===== src/rtl/seq_divider.sv =====
// seq_divider: sequential non-restoring divider, one quotient bit per clock.
//
// Loading protocol: a start pulse in IDLE, then the dividend and the divisor
// on data_in on the two following cycles. The quotient and remainder registers
// update once per division (at the FIX edge, or at the divisor-load edge for a
// zero divisor) and hold until the next result. done pulses for one cycle.
//
// Build option: define SEQ_DIVIDER_SIGNED_EN for two's complement operands
// (truncating division: remainder takes the dividend's sign). Without it the
// operands are unsigned and no sign logic is built.
//
// Ports:
//   clk          rising-edge clock
//   rst          asynchronous active-high reset, clears every register
//   start        request a division (sampled in IDLE only)
//   data_in      operand bus: dividend, then divisor
//   quotient     registered quotient (all ones on divide-by-zero)
//   remainder    registered remainder (raw dividend on divide-by-zero)
//   busy         high in every state except IDLE
//   done         one-cycle pulse when quotient/remainder are valid
//   div_by_zero  set with done for a zero divisor, cleared at the next start
module seq_divider #(
   parameter int WIDTH = 16
) (
   input  logic             clk,
   input  logic             rst,
   input  logic             start,
   input  logic [WIDTH-1:0] data_in,
   output logic [WIDTH-1:0] quotient,
   output logic [WIDTH-1:0] remainder,
   output logic             busy,
   output logic             done,
   output logic             div_by_zero
);

   localparam int CW = $clog2(WIDTH + 1);

   localparam logic [2:0] S_IDLE = 3'd0;
   localparam logic [2:0] S_LDQ  = 3'd1;
   localparam logic [2:0] S_LDM  = 3'd2;
   localparam logic [2:0] S_CALC = 3'd3;
   localparam logic [2:0] S_FIX  = 3'd4;
   localparam logic [2:0] S_DONE = 3'd5;

   logic [2:0]       state;
   logic [2:0]       state_next;

   // Partial remainder A (one extra bit for the sign), dividend/quotient Q,
   // divisor M and iteration counter.
   logic [WIDTH:0]   a_reg;
   logic [WIDTH-1:0] q_reg;
   logic [WIDTH-1:0] m_reg;
   logic [CW-1:0]    count;

   logic [WIDTH:0]   m_ext;
   logic [WIDTH:0]   a_shift;
   logic [WIDTH:0]   a_step;
   logic [WIDTH:0]   a_fix;
   logic [WIDTH-1:0] operand_mag;
   logic [WIDTH-1:0] quot_out;
   logic [WIDTH-1:0] rem_out;
   logic [WIDTH-1:0] raw_dividend;
   logic             divisor_zero;

`ifdef SEQ_DIVIDER_SIGNED_EN
   logic             q_sign;
   logic             m_sign;
`endif

   assign busy         = (state != S_IDLE);
   assign done         = (state == S_DONE);
   assign divisor_zero = (data_in == '0);

   // One non-restoring step: shift {A,Q} left, then subtract M when the old A
   // was non-negative, add it back otherwise. Everything wraps modulo
   // 2^(WIDTH+1), which is exact because A always stays within [-M, M).
   assign m_ext   = {1'b0, m_reg};
   assign a_shift = {a_reg[WIDTH-1:0], q_reg[WIDTH-1]};
   assign a_step  = a_reg[WIDTH] ? (a_shift + m_ext) : (a_shift - m_ext);

   // Final restore of a negative partial remainder.
   assign a_fix   = a_reg[WIDTH] ? (a_reg + m_ext) : a_reg;

`ifdef SEQ_DIVIDER_SIGNED_EN
   // Operands are stored as magnitudes; the most-negative value maps onto
   // itself, which the unsigned core then treats as 2^(WIDTH-1).
   assign operand_mag  = data_in[WIDTH-1] ? (-data_in) : data_in;
   assign quot_out     = (q_sign ^ m_sign) ? (-q_reg) : q_reg;
   assign rem_out      = q_sign ? (-a_fix[WIDTH-1:0]) : a_fix[WIDTH-1:0];
   // Q still holds the untouched dividend magnitude when the divisor is seen,
   // so re-applying the sign recovers the raw dividend bits.
   assign raw_dividend = q_sign ? (-q_reg) : q_reg;
`else
   assign operand_mag  = data_in;
   assign quot_out     = q_reg;
   assign rem_out      = a_fix[WIDTH-1:0];
   assign raw_dividend = q_reg;
`endif

   always_comb begin
      state_next = state;
      case (state)
         S_IDLE:  if (start) state_next = S_LDQ;
         S_LDQ:   state_next = S_LDM;
         S_LDM:   state_next = divisor_zero ? S_DONE : S_CALC;
         S_CALC:  if (count == CW'(1)) state_next = S_FIX;
         S_FIX:   state_next = S_DONE;
         S_DONE:  state_next = S_IDLE;
         default: state_next = S_IDLE;
      endcase
   end

   always_ff @(posedge clk or posedge rst) begin
      if (rst) begin
         state <= S_IDLE;
      end else begin
         state <= state_next;
      end
   end

   always_ff @(posedge clk or posedge rst) begin
      if (rst) begin
         a_reg       <= '0;
         q_reg       <= '0;
         m_reg       <= '0;
         count       <= '0;
         quotient    <= '0;
         remainder   <= '0;
         div_by_zero <= 1'b0;
`ifdef SEQ_DIVIDER_SIGNED_EN
         q_sign      <= 1'b0;
         m_sign      <= 1'b0;
`endif
      end else begin
         case (state)
            S_IDLE: begin
               if (start) begin
                  a_reg       <= '0;
                  div_by_zero <= 1'b0;
               end
            end
            S_LDQ: begin
               q_reg  <= operand_mag;
`ifdef SEQ_DIVIDER_SIGNED_EN
               q_sign <= data_in[WIDTH-1];
`endif
            end
            S_LDM: begin
               m_reg  <= operand_mag;
               count  <= CW'(WIDTH);
`ifdef SEQ_DIVIDER_SIGNED_EN
               m_sign <= data_in[WIDTH-1];
`endif
               if (divisor_zero) begin
                  quotient    <= '1;
                  remainder   <= raw_dividend;
                  div_by_zero <= 1'b1;
               end
            end
            S_CALC: begin
               a_reg <= a_step;
               q_reg <= {q_reg[WIDTH-2:0], ~a_step[WIDTH]};
               count <= count - CW'(1);
            end
            S_FIX: begin
               a_reg     <= a_fix;
               quotient  <= quot_out;
               remainder <= rem_out;
            end
            default: begin
            end
         endcase
      end
   end

endmodule


===== config.mk =====
export PLATFORM = sky130hd
export DESIGN_NAME = seq_divider
export DESIGN_NICKNAME = d
export VERILOG_FILES = /design/src/rtl/seq_divider.sv
export SDC_FILE = /design/constraint.sdc
export NUM_CORES = 1
export LEC_CHECK = 0
export BUFFER_PORTS_ARGS = -buffer_cell sky130_fd_sc_hd__buf_2
export CORE_MARGIN = 4
export CORE_UTILIZATION = 65
export CTS_CLUSTER_SIZE = 24
export DETAILED_ROUTE_END_ITERATION = 12
export GPL_TIMING_DRIVEN = 0
export PLACE_DENSITY_LB_ADDON = 0.08
export SETUP_SLACK_MARGIN = 0.05
export SYNTH_ARGS = -nofsm -noshare
export SYNTH_HDL_FRONTEND = slang
export SYNTH_SLANG_ARGS = --single-unit

===== constraint.sdc =====
create_clock -name clk -period 8.5 [get_ports clk]
set_input_delay 0.425 -clock clk [delete_from_list [all_inputs] [get_ports clk]]
set_output_delay 0.425 -clock clk [all_outputs]
set_load 0.01 [all_outputs]

[After elaboration in Yosys (flattened, before gate mapping)]
Index checks and enable logic that the tools add are counted.
Storage, ports and cells
  bits in registers: 90
  bits of input ports: 19
  output and inout bits: 35
  word-level logic and storage cells: 51
Cells by class
  add/subtract/negate cells: 4
  eq/ne operators: 9
  multiplexer cells: 17
  bitwise logic cells: 1
  reduce and logical (&&, ||, !) cells: 12
Operators by type and width (count)
  one-hot mux 16 bit (2 select lines): 3
  2-to-1 mux 17 bit: 3
  one-hot mux 17 bit (3 select lines): 1
  adder 17 x 16 -> 17 bit: 2
  2-to-1 mux 16 bit: 2
  subtractor 17 x 16 -> 17 bit: 1
  logical NOT 16 bit: 1
  one-hot mux 3 bit (5 select lines): 1
  one-hot mux 5 bit (2 select lines): 1
  2-to-1 mux 3 bit: 3
  nonzero test 2 bit: 4
  == test 3 x 2 -> 1 bit (second input constant): 2
  == test 3 bit (second input constant): 2
  != test 2 bit (second input constant): 3
  AND reduction 2 bit: 3
  nonzero test 3 bit: 2
  == test 5 x 1 -> 1 bit (second input constant): 1
  subtractor 5 x 1 -> 5 bit (second input constant): 1
  == test 3 x 1 -> 1 bit (second input constant): 1
  logical NOT 3 bit: 1
  AND reduction 3 bit: 1
  2-to-1 mux 1 bit: 2
  one-hot mux 1 bit (2 select lines): 1
  inverter 1 bit: 1

[Depth between registers and ports, before layout]
Gate-level depths: netlist of run 1.
  word-level depth: 4
  mapped depth: 14

[Worst setup path after synthesis of run 1]
No wires, ideal clock.
  kind: reg-to-reg
  from: reg m_reg[3]
  to: reg a_reg[16]
  arrival: 3.023 ns
  data required time: 8.372 ns
  setup slack: 5.349 ns
  stages on the path, launching flop included: 13
  buffers on the path: 0
  clock period less this slack: 3.151 ns
  path through: dfrtp_1 -> or4_4 -> nor3b_1 -> a21oi_1 -> xor2_1 -> ha_1 -> nand2_1 -> nor2_1 -> a221oi_1 -> o211ai_1 -> a41o_1 -> mux2i_1 -> nand3_1
Between the ends
  word-level cells in the longest chain between the ends: 3
  elaborated cells between the ends (all ways): 6
  those cells by class: add/sub (3); mux (3)
Ends and longest elaborated chain
  start, declared: RTL line 52  | logic [WIDTH-1:0] m_reg;
  start signal, assigned: RTL line 149  | m_reg <= operand_mag;
  adder 17 x 16 -> 17 bit, or another cell as far along: RTL line 82  | assign a_fix = a_reg[WIDTH] ? (a_reg + m_ext) : a_reg;
  2-to-1 mux 17 bit, on equally long branches: RTL line 82, 79
  one-hot mux 17 bit (3 select lines) *: RTL line 135  | case (state)
  end signal, assigned: RTL line 161  | a_reg <= a_step;
  end signal, assigned: RTL line 166  | a_reg <= a_fix;
  end, declared: RTL line 50  | logic [WIDTH:0] a_reg;
Every way passes the cells marked *; elsewhere a longest branch is shown, timed or not.
A chain may end at the register's enable or synchronous reset.

[Worst setup path after layout of run 1]
  from: reg m_reg[3]
  to: reg q_reg[0]
Between the ends
  word-level cells in the longest chain between the ends: 4
  elaborated cells between the ends (all ways): 5
  those cells by class: add/sub (2); mux (2); bitwise (1)
Ends and longest elaborated chain
  subtractor 17 x 16 -> 17 bit / adder 17 x 16 -> 17 bit (equally long branches): RTL line 79  | assign a_step = a_reg[WIDTH] ? (a_shift + m_ext) : (a_shift - m_ext);
  2-to-1 mux 17 bit *: RTL line 79
  inverter 1 bit *: RTL line 162  | q_reg <= {q_reg[WIDTH-2:0], ~a_step[WIDTH]};
  one-hot mux 16 bit (2 select lines) *: RTL line 135
  end signal, assigned: RTL line 143  | q_reg <= operand_mag;
  end signal, assigned: RTL line 162
  end, declared: RTL line 51  | logic [WIDTH-1:0] q_reg;
Marked as above.

==> flow_metrics.tcl, run 1 <==
set metrics [dict create \
    start_util_pct 66.5 \
    clock-skew-final_ns 0.0172 \
    track_usage_pct 32.0 \
    largest_register_ffs 17 \
    max_slew_margin_pct 48.3 \
    crit_end "q_reg[0]" \
    port_buffers 53 \
    dieArea_um2 10500 \
    rows 34 \
    root_buffer "clkbuf_8" \
    clkTransAtPathRegs_ns 0.10 \
    status "finished, final reports clean" \
    cp_num_cells 12 \
    firstDrtPassIters 5 \
    synth-edff-count 0 \
    clkSinkCount 90 \
    synth_flop_cell "dfrtp_1" \
    diodes 0 \
    tns_ns 0 \
    synth.area.top_cells "dfrtp_1 (39%), ha_1 (7.8%), mux2i_1 (5.3%), o21ai_0 (4.7%), nand2_1 (4.2%)" \
    worst_slew_pin_slew_ns 0.775 \
    crit_top_cell "nand2_1" \
    netlist_area_um2 5800 \
    rsz0062_at_grt "false" \
    die_h_um 102 \
    worstSetupPathType "flip-flop to flip-flop" \
    route.detailed.drc 0 \
    critPathCaptureType "flip-flop" \
    critPathRequiredTime_ns 8.74 \
    cap_violations 0 \
    r2r-end "q_reg[0]" \
    reg2reg_from "m_reg[3]" \
    synth-async-reset-ratio_pct 100 \
    worstPathBufferInverterCount 0 \
    cts_tree "built" \
    fmax_mhz 258 \
    slowest_delay_ns 0.60 \
    io_pins 54 \
    vias 5258 \
    antenna_left 0 \
    synth_nets 697 \
    report.final.slew_viol_count 0 \
    seq_area_frac_synth_pct 38.8 \
    fin_crit_sh_pct 45.6 \
    cp_slowest_cell "or4_4" \
    critPathMaxFanout 7 \
    startpoint "m_reg[3]" \
    drive_gt1_share_pct 13.4 \
    synth_top_area_share_pct 38.8 \
    setup_viol 0 \
    cts_htree_levels 3 \
    cp_cell_sequence "or4_4 -> nor3b_1 -> a21oi_1 -> xor2_1 -> ha_1 -> nand2_1 -> nor2_1 -> o2111ai_1 -> o211ai_1 -> a41o_1 -> mux2i_1 -> nand2_1" \
    gp_congestion 0.988 \
    hold_viol_final 0 \
    place_hpwl_mm 12.4 \
    wl_per_cell_um 19.9 \
    arrival_ns 4.12 \
    synth.largest_area_cell "dfrtp_1" \
    viasPerCell 6.43 \
    cts_resized 0 \
    final_nets 762 \
    synth_cell_types 57 \
    die_w_um 102 \
    start_kind "flip-flop" \
    grt.overflow.total 0 \
    grt_max_degree 60 \
    hold_buffers 0 \
    ys_ff_latch 90 \
    cp_top_family "simple AND/OR/NAND/NOR gates" \
    grt_pass1_vias 4959 \
    netlist_instances 640 \
    r2r_slack_ns 4.62 \
    core_um2 8720 \
    clock_latency_ns 0.36 \
    drt-initial-drc-count 462 \
    antenna_found_initial 0 \
    reg2reg_depth 12 \
    yosysWarningCount 0 \
    period_minus_slack_ns 3.88 \
    cts_made_buffers 9 \
    hold_path.class "input pin to async pin" \
    grt_pass1_wl_mm 25.7 \
    wl_mm 16.3 \
    areaGrowthSynthToFinish_pct 11.3 \
    post-cts-setup-buffer-count 0 \
    syn_area_per_cell_um2 9.07 \
    clockBufferDepth 2 \
]
-- Yosys cell counts (all sizes together) (4+ instances only) --
cell type	count
inv	20
o21bai	6
buf	6
a211oi	5
nor3b	4
nand2	65
nor2b	4
o21ai	56
dfrtp	90
nand3	9
and2	4
nor3	10
o211ai	9
o2111ai	4
mux2i	31
ha	36
nand2b	10
mux2	16
and3	5
a21oi	47
xor2	21
o21a	6
nor4	6
clkbuf	23
nor2	62
a31oi	10
a22oi	10
a21o	10
xnor2	18
-- worst min-delay path by stage --
stage                            from            to  slack, ns  depth (start not counted)
after global routing              rst   quotient[5]       0.08                          2
after global placement    div_by_zero   div_by_zero       0.50                          2
after CTS                         rst     q_reg[13]       0.06                          2
after floorplan              q_reg[3]      q_reg[3]       0.49                          2
after detailed placement          rst   quotient[2]       0.45                          2
final                             rst  quotient[12]       0.05                          2
-- worst reg2reg max path: cells and delay by family (launching register included) --
family,cells,cell delay [ns]
adders and majority gates,1,0.40
AOI/OAI and AO/OA,4,0.87
muxes,1,0.35
and+or+nand+nor,5,1.49
xor gates and xnor gates,1,0.16
DFF,1,0.49
-- placed cells by master, fill, tap and decap left out, types with 8 or more instances in the layout --
master | Yosys | routed
nand2b_1 | 10 | 10
o211ai_1 | 9 | 9
mux2i_1 | 31 | 31
xor2_1 | 21 | 21
nor3_1 | 8 | 8
nor2_1 | 62 | 62
clkbuf_8 | 0 | 9
a31oi_1 | 10 | 10
nand2_1 | 65 | 65
a21oi_1 | 47 | 47
nand3_1 | 9 | 9
dfrtp_1 | 90 | 90
a22oi_1 | 10 | 10
inv_1 | 20 | 19
mux2_2 | 16 | 16
a21o_1 | 10 | 10
ha_1 | 36 | 36
o21ai_0 | 55 | 55
buf_2 | 3 | 56
xnor2_1 | 18 | 18
clkbuf_1 | 23 | 24
-- cells by family after synthesis --
family                     Yosys count  synth area share (%)
buffers and inverters               49                  3.23
muxes                               47                  8.45
adders and majority gates           38                  8.45
xor gates and xnor gates            39                  5.89
AOI/OAI and AO/OA                  186                  19.9
DFF                                 90                  38.8
and+or+nand+nor                    191                  15.3
-- area by class of cell --
type	instances	area [um^2]
multi-input combinational	501	3360
fill	671	2260
sequential	90	2250
timing repair buffer	54	293
tap	108	135
clock buffer	10	128
buffer	29	113
clock inverter	6	96.3
inverter	20	77.6
-- per-stage QoR --
stage	instance area [um^2]	hold WS [ns]	setup slack, ns	util, %	cells
after floorplan	5800	0.488	5.35	-	640
after global placement	6200	0.503	4.69	71.1	801
after detailed placement	6230	0.452	4.70	71.5	802
after CTS	6460	0.0639	4.67	74.0	818
after global routing	6460	0.0784	4.44	74.0	818
final	6460	0.0548	4.62	74.0	818
-- routing by layer --
layer | routed length, um | share of wire, % | global-route usage, %
met5 | 0 | 0 | 0
met3 | 1340 | 8.2 | 4.98
met4 | 308 | 1.9 | 9.79
met2 | 7900 | 49 | 53.0
met1 | 6730 | 41 | 43.2
Power of run 1 is not shown: default switching activity piles up to over one toggle a cycle in this logic, so the estimate is an artifact.
==> inputs of run 2 (changes only) <==
--- a/config.mk
+++ b/config.mk
@@ -7,7 +7,7 @@
 export LEC_CHECK = 0
 export BUFFER_PORTS_ARGS = -buffer_cell sky130_fd_sc_hd__buf_2
 export CORE_MARGIN = 4
-export CORE_UTILIZATION = 65
+export CORE_UTILIZATION = 54
 export CTS_CLUSTER_SIZE = 24
 export DETAILED_ROUTE_END_ITERATION = 12
 export GPL_TIMING_DRIVEN = 0
==> constraint.sdc (replaced) <==
create_clock -name clk -period 3.3 [get_ports clk]
set_input_delay 0.165 -clock clk [delete_from_list [all_inputs] [get_ports clk]]
set_output_delay 0.165 -clock clk [all_outputs]
set_load 0.01 [all_outputs]
==> run 2 against run 1 <==
The run now ends with setup timing left; clock-buffer cell count is the same; via count shrank 1.5%; hold slack worse by 0.0040 ns; first-iteration DRC count rose by 13%; sequential cell count stayed put; critical path depth stayed put; die area grew 19%; cell area up 3.1%; wire length grew 0.11%.
==> flow_metrics.tcl, run 2 (synthesis results as in run 1) <==
set metrics [dict create \
    antenna_left 0 \
    cts_htree_levels 3 \
    route.detailed.drc 0 \
    clockBufferDepth 2 \
    firstDrtPassIters 6 \
    root_buffer "clkbuf_8" \
    areaGrowthSynthToFinish_pct 14.7 \
    start_kind "flip-flop" \
    report.final.slew_viol_count 0 \
    critPathRequiredTime_ns 3.56 \
    max_slew_margin_pct 50.2 \
    place_hpwl_mm 12.2 \
    worstSetupPathType "flip-flop to flip-flop" \
    fin_ws_ns -0.0720 \
    gp_congestion 1.00 \
    reg2reg_depth 12 \
    critPathMaxFanout 4 \
    grt_pass1_wl_mm 26.1 \
    antenna_found_initial 0 \
    crit_end "q_reg[0]" \
    cts_made_buffers 9 \
    hold_path.class "input pin to flip-flop" \
    grt_max_degree 62 \
    hold_viol_final 0 \
    setup_viol 2 \
    grt.overflow.total 0 \
    min_from "data_in[0]" \
    clkTransAtPathRegs_ns 0.09 \
    largest_register_ffs 17 \
    dieArea_um2 12500 \
    clock_latency_ns 0.38 \
    violations "setup timing" \
    clkSinkCount 90 \
    final_nets 777 \
    start_util_pct 55.7 \
    worst_slew_pin_slew_ns 0.748 \
    core_um2 10400 \
    vias 5181 \
    reg2reg_from "m_reg[3]" \
    period_minus_slack_ns 3.37 \
    n_fill_cell 898 \
    critPathCaptureType "flip-flop" \
    wl_per_cell_um 18.9 \
    cts_tree "built" \
    wl_mm 16.3 \
    status "finished, violations left" \
    fin_crit_sh_pct 102 \
    track_usage_pct 26.2 \
    drt-initial-drc-count 524 \
    die_w_um 112 \
    r2r-end "q_reg[0]" \
    port_buffers 53 \
    arrival_ns 3.63 \
    fmax_mhz 297 \
    drive_gt1_share_pct 17.4 \
    r2r_slack_ns -0.07 \
    startpoint "m_reg[3]" \
    rows 37 \
    viasPerCell 6.02 \
    diodes 0 \
    io_pins 54 \
    mostFrequentLayoutCells "dfrtp_1 (87), nand2_1 (63), nor2_1 (61)" \
    mostFrequentLayoutCell "dfrtp_1" \
    clock-skew-final_ns 0.00942 \
    die_h_um 112 \
    grt_pass1_vias 4946 \
    utilization_pct 63.9 \
    cap_violations 0 \
    rsz0062_at_grt "true" \
]
-- run 2: per-stage QoR --
| step | hold slack, ns | setup slack (ns) | instance area, um^2 | setup TNS [ns] | instances |
|---|---|---|---|---|---|
| after floorplan | 0.282 | 0.149 | 5800 | 0 | 640 |
| after global placement | 0.419 | -0.456 | 6240 | -26.79 | 829 |
| after detailed placement | 0.182 | -0.455 | 6270 | -1.57 | 830 |
| after CTS | 0.0560 | 0.0567 | 6560 | 0 | 853 |
| after global routing | 0.0718 | -0.127 | 6660 | -0.359 | 861 |
| final | 0.0509 | -0.0720 | 6660 | -0.0725 | 861 |
-- run 2: critical path: stages (launching register included) --
cell and delay (ns):
dfrtp_2 0.43, or4_4 0.59, nor3b_4 0.30, a21oi_2 0.09
xor2_1 0.15, ha_1 0.37, nand2_2 0.11, nor2_4 0.17
o2111ai_2 0.14, o211ai_1 0.20, a41o_1 0.33, mux2i_2 0.31
nand2_1 0.08
-- run 2: what timing repair did --
item	4_1_cts	5_1_grt
setup buffers	6	8
endpoints found under the hold margin	29	0
gates resized for setup	8	16
pin swaps	6	8
hold buffers	1	0
setup endpoints to repair	10	10
-- run 2: layout make-up --
type                       count  area [um^2]  share of cell area (%)
tap                          136          170                    2.56
inverter                      20         77.6                    1.17
buffer                        29          116                    1.75
timing repair buffer          69          408                    6.13
multi-input combinational    501         3420                    51.4
sequential                    90         2260                    33.9
clock buffer                  10          138                    2.07
clock inverter                 6         71.3                    1.07
-- run 2: worst min-delay path by stage --
stage,end,depth (start not counted)
2_1_floorplan,m_reg[0],2
3_3_place_gp,m_reg[0],3
3_5_place_dp,quotient[1],2
4_1_cts,m_reg[0],3
5_1_grt,m_reg[4],2
6_report,m_reg[0],3
-- run 2: routing by layer --
metal  track usage, %  vias to the layer above  wire [um]
li1                 -                     2458          -
met1             37.0                     2489       7330
met2             41.4                      197       7450
met3             4.08                       37       1120
met4             8.68                        0        381
met5                0                        -          0
Power of run 2 is left out for the same reason.
